==> config.mk <==
export PLATFORM = sky130hd
export DESIGN_NAME = blink_phase_decoder
export DESIGN_NICKNAME = d
export VERILOG_FILES = /design/src/rtl/blink_pkg.sv /design/src/rtl/blink_sync_edge.sv /design/src/rtl/blink_phase_decoder.sv
export SDC_FILE = /design/constraint.sdc
export NUM_CORES = 1
export LEC_CHECK = 0
export CORE_ASPECT_RATIO = 0.6
export CORE_MARGIN = 2
export CORE_UTILIZATION = 55
export DETAILED_ROUTE_END_ITERATION = 16
export PLACE_DENSITY = 0.85
export SYNTH_ARGS = -nofsm -noshare
export SYNTH_HDL_FRONTEND = slang
export SYNTH_SLANG_ARGS = --single-unit
==> constraint.sdc <==
create_clock -name clk -period 6.95 [get_ports clk]
set_input_delay 1.39 -clock clk [delete_from_list [all_inputs] [get_ports clk]]
set_output_delay 1.39 -clock clk [all_outputs]
set_load 0.005 [all_outputs]
==> src/rtl/blink_pkg.sv <==
// blink_pkg: shared state encoding and period/high-time/timeout helpers for blink receivers.
package blink_pkg;

    typedef enum logic [1:0] {IDLE, MEASURE, LOCKED} state_t;

    function automatic int blink_period(input int tap);
        return 1 << (tap + 1);
    endfunction

    function automatic int blink_high(input int tap);
        return 1 << tap;
    endfunction

    function automatic int blink_timeout(input int tap);
        return 2 * blink_period(tap);
    endfunction

endpackage

==> src/rtl/blink_sync_edge.sv <==
// blink_sync_edge: multi-flop synchronizer for an asynchronous line with registered rise/fall detection.
module blink_sync_edge
    import blink_pkg::*;
#(
    parameter int STAGES = 2
) (
    input  logic clk,
    input  logic rst,
    input  logic din,
    output logic sync,
    output logic rise,
    output logic fall
);

    logic [STAGES-1:0] sr;
    logic s_prev;

    always_ff @(posedge clk) begin
        if (rst) begin
            sr     <= '0;
            s_prev <= 1'b0;
        end else begin
            sr     <= {sr[STAGES-2:0], din};
            s_prev <= sr[STAGES-1];
        end
    end

    assign sync = sr[STAGES-1];
    assign rise = sync & ~s_prev;
    assign fall = ~sync & s_prev;

endmodule

==> src/rtl/blink_phase_decoder.sv <==
// blink_phase_decoder: recovers the low offset bits and period of a remote blinker
// sharing current_count, and flags lock once the phase has been stable for several periods.
module blink_phase_decoder
    import blink_pkg::*;
#(
    parameter int COUNT_W     = 16,
    parameter int TAP         = 9,
    parameter int SYNC_STAGES = 2,
    parameter int LOCK_EDGES  = 4
) (
    input  logic               clk,
    input  logic               rst,
    input  logic               blink_in,
    input  logic [COUNT_W-1:0] current_count,
    output logic [COUNT_W-1:0] offset_out,
    output logic               offset_valid,
    output logic [COUNT_W-1:0] period_out,
    output logic               err
);

    localparam int MW = $clog2(LOCK_EDGES + 1);
    localparam logic [COUNT_W-1:0] P_W    = COUNT_W'(blink_period(TAP));
    localparam logic [COUNT_W-1:0] H_W    = COUNT_W'(blink_high(TAP));
    localparam logic [COUNT_W:0]   TO_W   = (COUNT_W+1)'(blink_timeout(TAP));
    localparam logic [COUNT_W-1:0] BASE_W = COUNT_W'(blink_high(TAP) + SYNC_STAGES);
    localparam logic [MW-1:0]      LAST_M = MW'(LOCK_EDGES - 1);

    logic sync, rise, fall;
    logic [COUNT_W-1:0] per_cnt, per_inc, hi_cnt, hi_cap, phase_reg, cand;
    logic [MW-1:0] match_cnt;
    logic match, timeout, take, bump, lock, err_n;
    state_t state, state_n;

    blink_sync_edge #(.STAGES(SYNC_STAGES)) u_sync (
        .clk (clk),
        .rst (rst),
        .din (blink_in),
        .sync(sync),
        .rise(rise),
        .fall(fall)
    );

    // The rise is seen SYNC_STAGES cycles late, so that latency is folded into the estimate.
    assign cand    = (BASE_W - current_count) & (P_W - 1'b1);
    assign per_inc = &per_cnt ? per_cnt : per_cnt + 1'b1;
    assign match   = (per_inc == P_W) && (hi_cap == H_W) && (cand == phase_reg);
    assign timeout = {1'b0, per_cnt} >= TO_W;

    always_ff @(posedge clk) begin
        if (rst) state <= IDLE;
        else     state <= state_n;
    end

    always_comb begin
        state_n = state;
        take    = 1'b0;
        bump    = 1'b0;
        lock    = 1'b0;
        err_n   = 1'b0;
        case (state)
            IDLE: begin
                state_n = rise ? MEASURE : IDLE;
                take    = rise;
            end
            MEASURE: begin
                if (rise) begin
                    bump    = match;
                    take    = !match;
                    lock    = match && (match_cnt == LAST_M);
                    state_n = lock ? LOCKED : MEASURE;
                end else if (timeout) begin
                    state_n = IDLE;
                    err_n   = 1'b1;
                end
            end
            LOCKED: begin
                if (rise) begin
                    take    = !match;
                    err_n   = !match;
                    state_n = match ? LOCKED : MEASURE;
                end else if (timeout) begin
                    state_n = IDLE;
                    err_n   = 1'b1;
                end
            end
            default: state_n = IDLE;
        endcase
    end

    always_ff @(posedge clk) begin
        if (rst) begin
            per_cnt      <= '0;
            hi_cnt       <= '0;
            hi_cap       <= '0;
            phase_reg    <= '0;
            match_cnt    <= '0;
            offset_out   <= '0;
            offset_valid <= 1'b0;
            period_out   <= '0;
            err          <= 1'b0;
        end else begin
            per_cnt      <= rise ? '0 : per_inc;
            hi_cnt       <= rise ? COUNT_W'(1) : (sync && !(&hi_cnt)) ? hi_cnt + 1'b1 : hi_cnt;
            hi_cap       <= fall ? hi_cnt : hi_cap;
            phase_reg    <= take ? cand : phase_reg;
            match_cnt    <= take ? '0 : bump ? match_cnt + 1'b1 : match_cnt;
            offset_out   <= lock ? phase_reg : offset_out;
            offset_valid <= state_n == LOCKED;
            period_out   <= (rise && state != IDLE) ? per_inc : period_out;
            err          <= err_n;
        end
    end

endmodule

==> summary.md, run 1 <==
| Metric | Value |
|---|---|
| Area Growth Syn to Fin | `13.8%` |
| Clk buf depth | `2` |
| Max-cap violations | `0` |
| Synth area leaders | `dfxtp_1 (40%), nand2_1 (5.4%), nor2_1 (5.4%)` |
| Violation count after the first detailed-routing iteration | `366` |
| Syn_area_per_cell | `~8.2 µm²` |
| Top post-synthesis cells by count | `dfxtp_1 (94), nand2_1 (68), nor2_1 (68), a21oi_1 (34), clkbuf_1 (32)` |
| GRT Overall Usage | `25.7%` |
| WP data arrival | `approximately 5.6 ns` |
| HP Class | `flip-flop to flip-flop` |
| Final worst path period share | `between 70% and 80%` |
| Core area | `roughly 8500 µm²` |
| Startpoint types | `input port` |
| Num ports | `53` |
| Slowest stage cell on the critical path | `or4_1` |
| Min-Delay Endpoint | `hi_cap[11]$_SDFFE_PP0P_` |
| Grt ovf | `0` |
| Placed Area | `roughly 5200 µm²` |
| FF-to-FF Start | `hi_cap[11]$_SDFFE_PP0P_` |
| Total area of sequential cells | `between 1500 and 2000 µm²` |
| Ant diodes | `0` |
| Detailed-route DRC error count | `0` |
| HPWL Detailed | `8250 µm` |
| Total CTS buffers | `9` |
| Detailed Routing Iterations Pass 1 | `5` |
| Cell count after placement | `between 600 and 700` |
| Final #Nets | `624` |
| Mapped Cells | `slightly below 600` |
| Post-synth ARST share | `0%` |
| Filler instances | `691` |
| Ys flop type | `dfxtp_1` |
| Crit path max fanout | `19` |
| # rows | `26` |
| CP Buf/Inv Count | `1` |
| Post-synth EDFFs | `0` |
| LEAKAGE | `approximately 1.9 nW` |
| Largest delay share family, worst path | `simple AND/OR/NAND/NOR gates` |
| Peak VDD IR | `between 0.0001 and 0.00015 V` |
| Cell internal pwr | `approximately 0.00082 W` |
| PwrDens | `198 nW/µm²` |
| Die H | `between 70 and 80 µm` |
| Die Width | `124 µm` |
| CP dominant cell by count | `or4_1` |
| R2R setup slack | `around 2.8 ns` |
| Root buf cell | `clkbuf_16` |
| Initial antenna violation count | `0` |
| Actual slew at the worst max-slew pin | `1.18 ns` |
| CTS sink count | `94` |
| Initial Util | `roughly 56%` |
| Vias | `4,260` |
| Most instantiated library cell after synthesis | `dfxtp_1` |
| Sw frac | `24.1%` |
| Sum of negative setup slack | `0 ns` |
| Die area | `approximately 9400 µm²` |
| Max frequency | `0.187 GHz` |
| Setup CP Type | `input port to flip-flop` |
| Clock Latency Late Sink | `about 0.34 ns` |
| #FFs+latches synth | `94` |
| Htree depth | `3` |
| Register area share after synthesis | `39.5%` |
| Required @ worst endpoint | `between 7 and 8 ns` |
| Clk_skew | `0.00664 ns` |
| First-pass GRT wire length | `approximately 19,000 µm` |
| Hold-fix buffers, CTS | `0` |
| Layout cells sized above 1 | `between 5 and 6%` |
| Placer Congestion | `around 0.95` |
| Synth unique cells | `64` |
| Sequential Power Share | `between 50% and 60%` |
| Warnings from Yosys | `0` |
| Vias in the first global route | `~4,000` |
| CP peak stage delay | `0.82 ns` |
| RSZ-0062 raised after global routing | `no` |
| Worst slew margin | `around a fifth` |
| Fin util | `about 64%` |
| Post-CTS Setup Inserts | `0` |
| Avg WL per Cell | `between 15 and 20 µm` |
| Run status | `finished clean` |
| Final instance area | `about 5400 µm²` |
| Area leader, netlist | `dfxtp_1` |
| Max Slew Vio Count | `0` |
| TritonCTS clock tree | `built` |
| Hold Path Depth | `2` |
| Cell Count, Final, Fillers Out | `a little over 700` |
| Mapped cell area | `around 4800 µm²` |
| R2R depth | `7` |
| Setup violators final | `0` |
| Minimum clock period | `around 5.4 ns` |
| Combinational share of power | `under 10%` |
| Post-CTS Resized | `0` |
| Crit. End Element | `flip-flop` |
| Post-synth top area share | `between 30% and 40%` |
| Worst-path clk slew | `roughly 0.06 ns` |
| WL final | `11,600 µm` |
| Net switching power | `~0.00026 W` |
| R2r endpoint | `offset_out[1]$_SDFFE_PP0P_` |
| Clock power frac | `41.6%` |
| Largest net degree at the start of global routing | `46` |
| Final hold violations | `0` |
| IO buf count | `40` |
| Via density | `5.99` |
| Crit-path cells | `clkdlybuf4s50_1 > or4_1 > nor4_1 > xnor3_1 > nand2b_1 > or4_1 > or3_1 > a31o_1` |
| Post-DRT Antenna Nets | `0` |
| Worst hold start | `hi_cap[11]$_SDFFE_PP0P_` |
| Multi-input gate area | `2640 µm²` |
| Final Total Pwr | `between 0.001 and 0.0015 W` |
-- cell usage in the layout, fill, tap and decap left out, drive strengths merged, types with 10 or more instances in the layout --
cell / count
nand3: 11
or4: 10
a21oi: 34
clkbuf: 10
clkdlybuf4s50: 40
a211oi: 10
nand2: 68
a31o: 10
inv: 20
nor3: 18
xnor2: 20
o21ai: 15
xor2: 11
nor2: 68
nor4: 21
dfxtp: 94
ha: 10
mux2i: 16
-- metal layers --
| layer | up-vias | track usage, % | part of all wire [%] |
|---|---|---|---|
| li1 | 2070 | - | - |
| met1 | 2008 | 35.0 | 46 |
| met2 | 157 | 38.4 | 44 |
| met3 | 25 | 7.63 | 7.8 |
| met4 | 0 | 9.66 | 2.1 |
| met5 | - | 0 | 0 |
-- worst min-delay path, delay by kind of cell, from the launching register on --
| family | cells | cell delay [ns] |
|---|---|---|
| DFF | 1 | 0.31 |
| AOI/OAI and AO/OA | 1 | 0.05 |
| and+or+nand+nor | 1 | 0.05 |
-- metrics by stage --
stage / setup WS (ns) / hold slack, ns
after floorplan: 2.55 / 0.414
after global placement: 1.46 / 0.417
after detailed placement: 1.36 / 0.442
after CTS: 1.71 / 0.454
after global routing: 1.50 / 0.476
final: 1.60 / 0.451
-- worst max path at each step --
stage                      from                    endpoint  slack [ns]  cells past startpoint
2_1_floorplan  current_count[4]  offset_out[2]$_SDFFE_PP0P_        2.55                     11
3_3_place_gp   current_count[3]  offset_out[7]$_SDFFE_PP0P_        1.46                      8
3_5_place_dp   current_count[3]  offset_out[1]$_SDFFE_PP0P_        1.36                      8
4_1_cts        current_count[3]  offset_out[1]$_SDFFE_PP0P_        1.71                      8
5_1_grt        current_count[3]  offset_out[8]$_SDFFE_PP0P_        1.50                      8
6_report       current_count[3]  offset_out[1]$_SDFFE_PP0P_        1.60                      8
-- power groups by stage --
stage	logic [W]	clock network, W	registers [W]
finish	0.0000765	0.000447	0.000551
global route	0.0000832	0.000480	0.000551
CTS	0.0000751	0.000458	0.000550
detailed placement	0.0000742	0	0.000563
global placement	0.0000721	0	0.000562
floorplan	0.0000562	0	0.000561
-- cell families (layout without fill, tap and decap cells) --
logic type	count (synthesis)	in the layout	share of synthesized area, %
buffers and inverters	61	77	5.49
and+or+nand+nor	256	256	27.1
muxes	17	17	3.60
AOI/OAI and AO/OA	107	107	15.4
xor gates and xnor gates	32	32	6.18
other	1	6	0.0788
DFF	94	94	39.5
adders and majority gates	10	10	2.63
-- final cells by class --
| type | count | area share [%] |
|---|---|---|
| Inverter | 19 | 1.32 |
| Clock inverter | 5 | 0.670 |
| Tap cell | 112 | 2.59 |
| Sequential cell | 94 | 34.7 |
| Multi-Input combinational cell | 428 | 48.7 |
| Clock buffer | 10 | 4.23 |
| Timing Repair Buffer | 43 | 7.81 |
Power figures use the tool's default switching activity.
==> run 2, diff against run 1 <==
- CORE_UTILIZATION: 55 -> 51
- PLACE_DENSITY: 0.85 -> 0.83
- clock period: 6.95 -> 4.7 ns (I/O delays scaled with it)
==> summary.md, run 2 (synthesis gave the netlist of run 1 again) <==
| Metric | Value |
|---|---|
| Run status | `finished clean (unchanged)` |
| # rows | `27 (was 26)` |
| Setup CP Type | `input port to flip-flop (unchanged)` |
| Peak VDD IR | `0.000232 V (was 0.000130 V)` |
| Clock Latency Late Sink | `0.35 ns (was 0.34 ns)` |
| GRT met2 Usage | `35.8% (was 38.4%)` |
| Post-CTS Resized | `0 (unchanged)` |
| Final worst path period share | `about 89%` |
| Core area | `9120 µm² (was 8460 µm²)` |
| Root buf cell | `clkbuf_16 (unchanged)` |
| Vias | `4,285 (was 4,260)` |
| GRT Overall Usage | `23.4% (was 25.7%)` |
| HP Class | `flip-flop to flip-flop (unchanged)` |
| CTS sink count | `94 (unchanged)` |
| Place WS | `0.202 ns (was 1.36 ns)` |
| Clk buf depth | `2 (unchanged)` |
| Startpoint types | `input port (unchanged)` |
| Setup violators final | `0 (unchanged)` |
| Sum of negative setup slack | `0 ns (unchanged)` |
| HPWL Detailed | `8280 µm (was 8250 µm)` |
| Max-cap violations | `0 (unchanged)` |
| PwrDens | `310 nW/µm² (was 198 nW/µm²)` |
| Via density | `5.93 (was 5.99)` |
| Most common cell after layout, fill and taps aside | `dfxtp_1 (unchanged)` |
| Required @ worst endpoint | `4.93 ns (was 7.19 ns)` |
| First-pass GRT wire length | `18,700 µm (was 19,100 µm)` |
| Initial Util | `52.2% (was 56.3%)` |
| TritonCTS clock tree | `built (unchanged)` |
| Placer Congestion | `0.917 (was 0.949)` |
| Vias in the first global route | `3,895 (was 4,016)` |
| Grt ovf | `0 (unchanged)` |
| Hold-fix buffers, CTS | `0 (unchanged)` |
| Area Growth Syn to Fin | `16.2% (was 13.8%)` |
| Clk_skew | `0.00663 ns (was 0.00664 ns)` |
| Total CTS buffers | `9 (unchanged)` |
| Initial antenna violation count | `0 (unchanged)` |
| Actual slew at the worst max-slew pin | `1.15 ns (was 1.18 ns)` |
| Largest net degree at the start of global routing | `45 (was 46)` |
| Met3 usage | `5.93% (was 7.63%)` |
| Minimum clock period | `~4.2 ns` |
| Max frequency | `~0.24 GHz` |
| RSZ-0062 raised after global routing | `no (unchanged)` |
| Final instance area | `5530 µm² (was 5420 µm²)` |
| WL final | `11,500 µm (was 11,600 µm)` |
| Ant diodes | `0 (unchanged)` |
| Crit path max fanout | `10 (was 19)` |
| Final Total Pwr | `0.00172 W (was 0.00107 W)` |
| Die Width | `129 µm (was 124 µm)` |
| Post-DRT Antenna Nets | `0 (unchanged)` |
| Die area | `10,100 µm² (was 9440 µm²)` |
| Post-route setup slack | `0.522 ns (was 1.60 ns)` |
| Violation count after the first detailed-routing iteration | `339 (was 366)` |
| Placed Area | `5210 µm² (was 5150 µm²)` |
| Detailed-route DRC error count | `0 (unchanged)` |
| Num ports | `53 (unchanged)` |
| Most frequent cells in the layout | `dfxtp_1 (94), nand2_1 (68), nor2_1 (68), clkdlybuf4s50_1 (40), a21oi_1 (34) (unchanged)` |
| Die H | `78.8 µm (was 76.1 µm)` |
| Max Slew Vio Count | `0 (unchanged)` |
| LEAKAGE | `1.92 nW (was 1.86 nW)` |
| WP data arrival | `4.41 ns (was 5.59 ns)` |
| Htree depth | `3 (unchanged)` |
| Worst slew margin | `23.2% (was 21.3%)` |
| Final hold violations | `0 (unchanged)` |
| Layout cells sized above 1 | `6.43% (was 5.01%)` |
| Worst-path clk slew | `0.07 ns (was 0.06 ns)` |
| Avg WL per Cell | `15.9 µm (was 16.3 µm)` |
| IO buf count | `40 (unchanged)` |
| Detailed Routing Iterations Pass 1 | `5 (unchanged)` |
| Final #Nets | `631 (was 624)` |
| Met1 usage | `31.9% (was 35.0%)` |
| Crit. End Element | `flip-flop (unchanged)` |
| GR peak layer | `met2 (unchanged)` |
| Post-CTS Setup Inserts | `0 (unchanged)` |
[run 2: changes by cell type in the layout (fill, tap and decap cells not counted)]
cell,before,now
buf_4,3,10
bufinv_16,0,2
clkbuf_1,1,0
clkinv_4,0,1
clkinvlp_4,3,2
[run 2: layout make-up]
class | count | area (µm²)
Sequential cell | 94 | 1880
Multi-Input combinational cell | 428 | 2640
Fill cell | 781 | 3590
Clock inverter | 7 | 97.6
Clock buffer | 9 | 225
Tap cell | 116 | 145
Inverter | 19 | 71.3
Timing Repair Buffer | 50 | 475
[run 2: worst paths after layout]
kind	start	end	slack (ns)	depth (start not counted)
min reg2reg	u_sync.sr[0]$_SDFF_PP0_	u_sync.sr[1]$_SDFF_PP0_	0.45	1
min	u_sync.sr[0]$_SDFF_PP0_	u_sync.sr[1]$_SDFF_PP0_	0.45	1
max reg2reg	hi_cap[11]$_SDFFE_PP0P_	offset_out[5]$_SDFFE_PP0P_	0.98	7
max	current_count[0]	offset_out[5]$_SDFFE_PP0P_	0.52	9
[run 2: metrics by stage]
step	instances	util (%)	hold WS, ns
final	723	60.7	0.448
after global routing	723	60.7	0.467
after CTS	723	60.7	0.452
after detailed placement	707	57.1	0.442
after global placement	707	57.1	0.424
after floorplan	583	-	0.414
[run 2: critical path, stage by stage]
cell and delay, ns:
clkdlybuf4s50_1 0.49, ha_1 0.35, xnor2_1 0.16, a2111oi_0 0.37
o311ai_0 0.27, or4_1 0.43, or4_1 0.54, or3_1 0.54
a31o_1 0.30
[run 2: layer usage]
layer | routed length, µm | vias up
li1 | - | 2092
met1 | 5470 | 2014
met2 | 5100 | 156
met3 | 710 | 23
met4 | 247 | 0
met5 | 0 | -
[run 2: power by group]
| part | total [W] | switching [W] | internal (W) | leakage, nW |
|---|---|---|---|---|
| Clock | 0.000785 | 0.000317 | 0.000468 | 0.152 |
| Combinational | 0.000117 | 0.0000694 | 0.0000477 | 1.01 |
| Sequential | 0.000814 | 0.00000977 | 0.000804 | 0.759 |
==> run 3, diff against run 2 <==
- CORE_UTILIZATION: 51 -> 45
- CTS_CLUSTER_DIAMETER: default -> 120
- PLACE_DENSITY: 0.83 -> 0.76
==> summary.md, run 3 (synthesis gave the netlist of run 1 again) <==
| Metric | Value |
|---|---|
| Die H | `83.7 µm (was 78.8 µm)` |
| Num ports | `53 (unchanged)` |
| Vias in the first global route | `3,883 (was 3,895)` |
| Peak VDD IR | `0.000174 V (was 0.000232 V)` |
| Run status | `finished clean (unchanged)` |
| Final worst path period share | `90.1% (was 88.9%)` |
| Crit. End Element | `flip-flop (unchanged)` |
| # rows | `29 (was 27)` |
| Filler instances | `955 (was 781)` |
| Max-cap violations | `0 (unchanged)` |
| FF-to-FF Start | `hi_cap[11]$_SDFFE_PP0P_ (unchanged)` |
| Placer Congestion | `0.931 (was 0.917)` |
| Post-CTS Setup Inserts | `0 (unchanged)` |
| Crit-path cells | `clkdlybuf4s50_1 > or4_1 > nor4_1 > buf_4 > xnor3_1 > nand2b_1 > or4_1 > buf_4 > o221a_2 > a211oi_1 (was clkdlybuf4s50_1 > ha_1 > xnor2_1 > a2111oi_0 > o311ai_0 > or4_1 > or4_1 > or3_1 > a31o_1)` |
| Max frequency | `0.236 GHz (was 0.239 GHz)` |
| Via density | `5.64 (was 5.93)` |
| Setup CP Type | `input port to flip-flop (unchanged)` |
| Detailed-route DRC error count | `0 (unchanged)` |
| WL final | `11,300 µm (was 11,500 µm)` |
| Clk_skew | `0.0104 ns (was 0.00663 ns)` |
| Startpoint types | `input port (unchanged)` |
| Final #Nets | `631 (unchanged)` |
| Violation count after the first detailed-routing iteration | `362 (was 339)` |
| Core area | `10,500 µm² (was 9120 µm²)` |
| CTS sink count | `94 (unchanged)` |
| Ant diodes | `0 (unchanged)` |
| HP Class | `flip-flop to flip-flop (unchanged)` |
| First-pass GRT wire length | `19,000 µm (was 18,700 µm)` |
| Slowest stage cell on the critical path | `or4_1 (unchanged)` |
| Area Growth Syn to Fin | `16.4% (was 16.2%)` |
| Worst slew margin | `24.5% (was 23.2%)` |
| Post-DRT Antenna Nets | `0 (unchanged)` |
| Die area | `11,400 µm² (was 10,100 µm²)` |
| IO buf count | `40 (unchanged)` |
| TritonCTS clock tree | `built (unchanged)` |
| Setup violators final | `0 (unchanged)` |
| Largest net degree at the start of global routing | `45 (unchanged)` |
| Crit path from | `current_count[3] (was current_count[0])` |
| Final hold violations | `0 (unchanged)` |
| CP peak stage delay | `0.74 ns (was 0.54 ns)` |
| Most common cell after layout, fill and taps aside | `dfxtp_1 (unchanged)` |
| HPWL Detailed | `8190 µm (was 8280 µm)` |
| Clock Latency Late Sink | `0.35 ns (about the same)` |
| Htree depth | `3 (unchanged)` |
| R2R setup slack | `0.97 ns (was 0.98 ns)` |
| R2r endpoint | `match_cnt[2]$_SDFFE_PP0P_ (was offset_out[5]$_SDFFE_PP0P_)` |
| Sum of negative setup slack | `0 ns (unchanged)` |
| Grt ovf | `0 (unchanged)` |
| R2R depth | `8 (was 7)` |
| Worst-path clk slew | `0.07 ns (about the same)` |
| Required @ worst endpoint | `4.95 ns (was 4.93 ns)` |
| Hold-fix buffers, CTS | `0 (unchanged)` |
| PwrDens | `299 nW/µm² (was 310 nW/µm²)` |
| Post-CTS Resized | `0 (unchanged)` |
| RSZ-0062 raised after global routing | `no (unchanged)` |
| Clk buf depth | `2 (unchanged)` |
| Fin util | `53.0% (was 60.7%)` |
| Root buf cell | `clkbuf_16 (unchanged)` |
| Most frequent cells in the layout | `dfxtp_1 (94), nand2_1 (68), nor2_1 (68), clkdlybuf4s50_1 (40), a21oi_1 (34) (unchanged)` |
| Initial antenna violation count | `0 (unchanged)` |
| Initial Util | `45.6% (was 52.2%)` |
| Minimum clock period | `4.23 ns (was 4.18 ns)` |
| Actual slew at the worst max-slew pin | `1.13 ns (was 1.15 ns)` |
| Max Slew Vio Count | `0 (unchanged)` |
| Vias | `4,210 (was 4,285)` |
| Layout cells sized above 1 | `6.43% (unchanged)` |
| Crit path max fanout | `18 (was 10)` |
| GRT Overall Usage | `20.8% (was 23.4%)` |
| Total CTS buffers | `9 (unchanged)` |
| WP data arrival | `4.48 ns (was 4.41 ns)` |
| LEAKAGE | `1.92 nW (about the same)` |
| Avg WL per Cell | `15.1 µm (was 15.9 µm)` |
| Die Width | `137 µm (was 129 µm)` |
| Critical path destination | `match_cnt[2]$_SDFFE_PP0P_ (was offset_out[5]$_SDFFE_PP0P_)` |
| Detailed Routing Iterations Pass 1 | `5 (unchanged)` |
[run 3: cell count changes in the layout (fill, tap and decap cells not counted)]
cell and delta:
bufinv_16 -2, clkbuf_8 +3, clkinv_2 -1, clkinv_4 +1, clkinvlp_4 -2, inv_8 +1
[run 3: worst min-delay path by stage]
| stage | start | endpoint | slack, ns | cells past startpoint |
|---|---|---|---|---|
| floorplan | u_sync.sr[0]$_SDFF_PP0_ | u_sync.sr[1]$_SDFF_PP0_ | 0.41 | 1 |
| global placement | u_sync.sr[0]$_SDFF_PP0_ | u_sync.sr[1]$_SDFF_PP0_ | 0.44 | 1 |
| detailed placement | u_sync.sr[0]$_SDFF_PP0_ | u_sync.sr[1]$_SDFF_PP0_ | 0.42 | 1 |
| CTS | u_sync.sr[0]$_SDFF_PP0_ | u_sync.sr[1]$_SDFF_PP0_ | 0.45 | 1 |
| global route | u_sync.sr[0]$_SDFF_PP0_ | u_sync.sr[1]$_SDFF_PP0_ | 0.46 | 1 |
| finish | u_sync.sr[0]$_SDFF_PP0_ | u_sync.sr[1]$_SDFF_PP0_ | 0.45 | 1 |
[run 3: critical path, delay by kind of cell]
kind	cells	cell delay, ns
buffers and inverters	3	0.92
xor gates and xnor gates	1	0.24
and+or+nand+nor	4	1.74
AOI/OAI and AO/OA	2	0.63
[run 3: stage by stage]
step	instance area [µm²]	cells	hold WS (ns)	total power (W)	setup slack (ns)
after floorplan	4780	583	0.414	0.000912	0.752
after global placement	5240	730	0.436	0.000942	0.285
after detailed placement	5240	730	0.422	0.000945	0.181
after CTS	5540	746	0.453	0.00167	0.505
after global routing	5540	746	0.456	0.00172	0.270
final	5540	746	0.451	0.00166	0.467
[run 3: cell type report]
cell class                 count  area, µm²  share of cell area (%)
tap                          139        174                    3.14
inverter                      19       71.3                    1.29
timing repair buffer          50        475                    8.58
multi-input combinational    428       2640                    47.6
clock buffer                  12        267                    4.81
sequential                    94       1880                    34.0
clock inverter                 4       37.5                   0.677
[run 3: layer usage]
layer / track usage (%) / up-vias / wire length (µm)
met5: 0 / - / 0
met4: 6.56 / 0 / 180
met3: 5.46 / 19 / 757
met2: 30.3 / 150 / 4920
met1: 29.8 / 1951 / 5430
li1: - / 2090 / -
[run 3: where the power goes]
group	internal, W	switching (W)	total, W
Sequential	0.000804	0.00000991	0.000814
Clock	0.000410	0.000318	0.000728
Combinational	0.0000473	0.0000674	0.000115
Total	0.00126	0.000395	0.00166
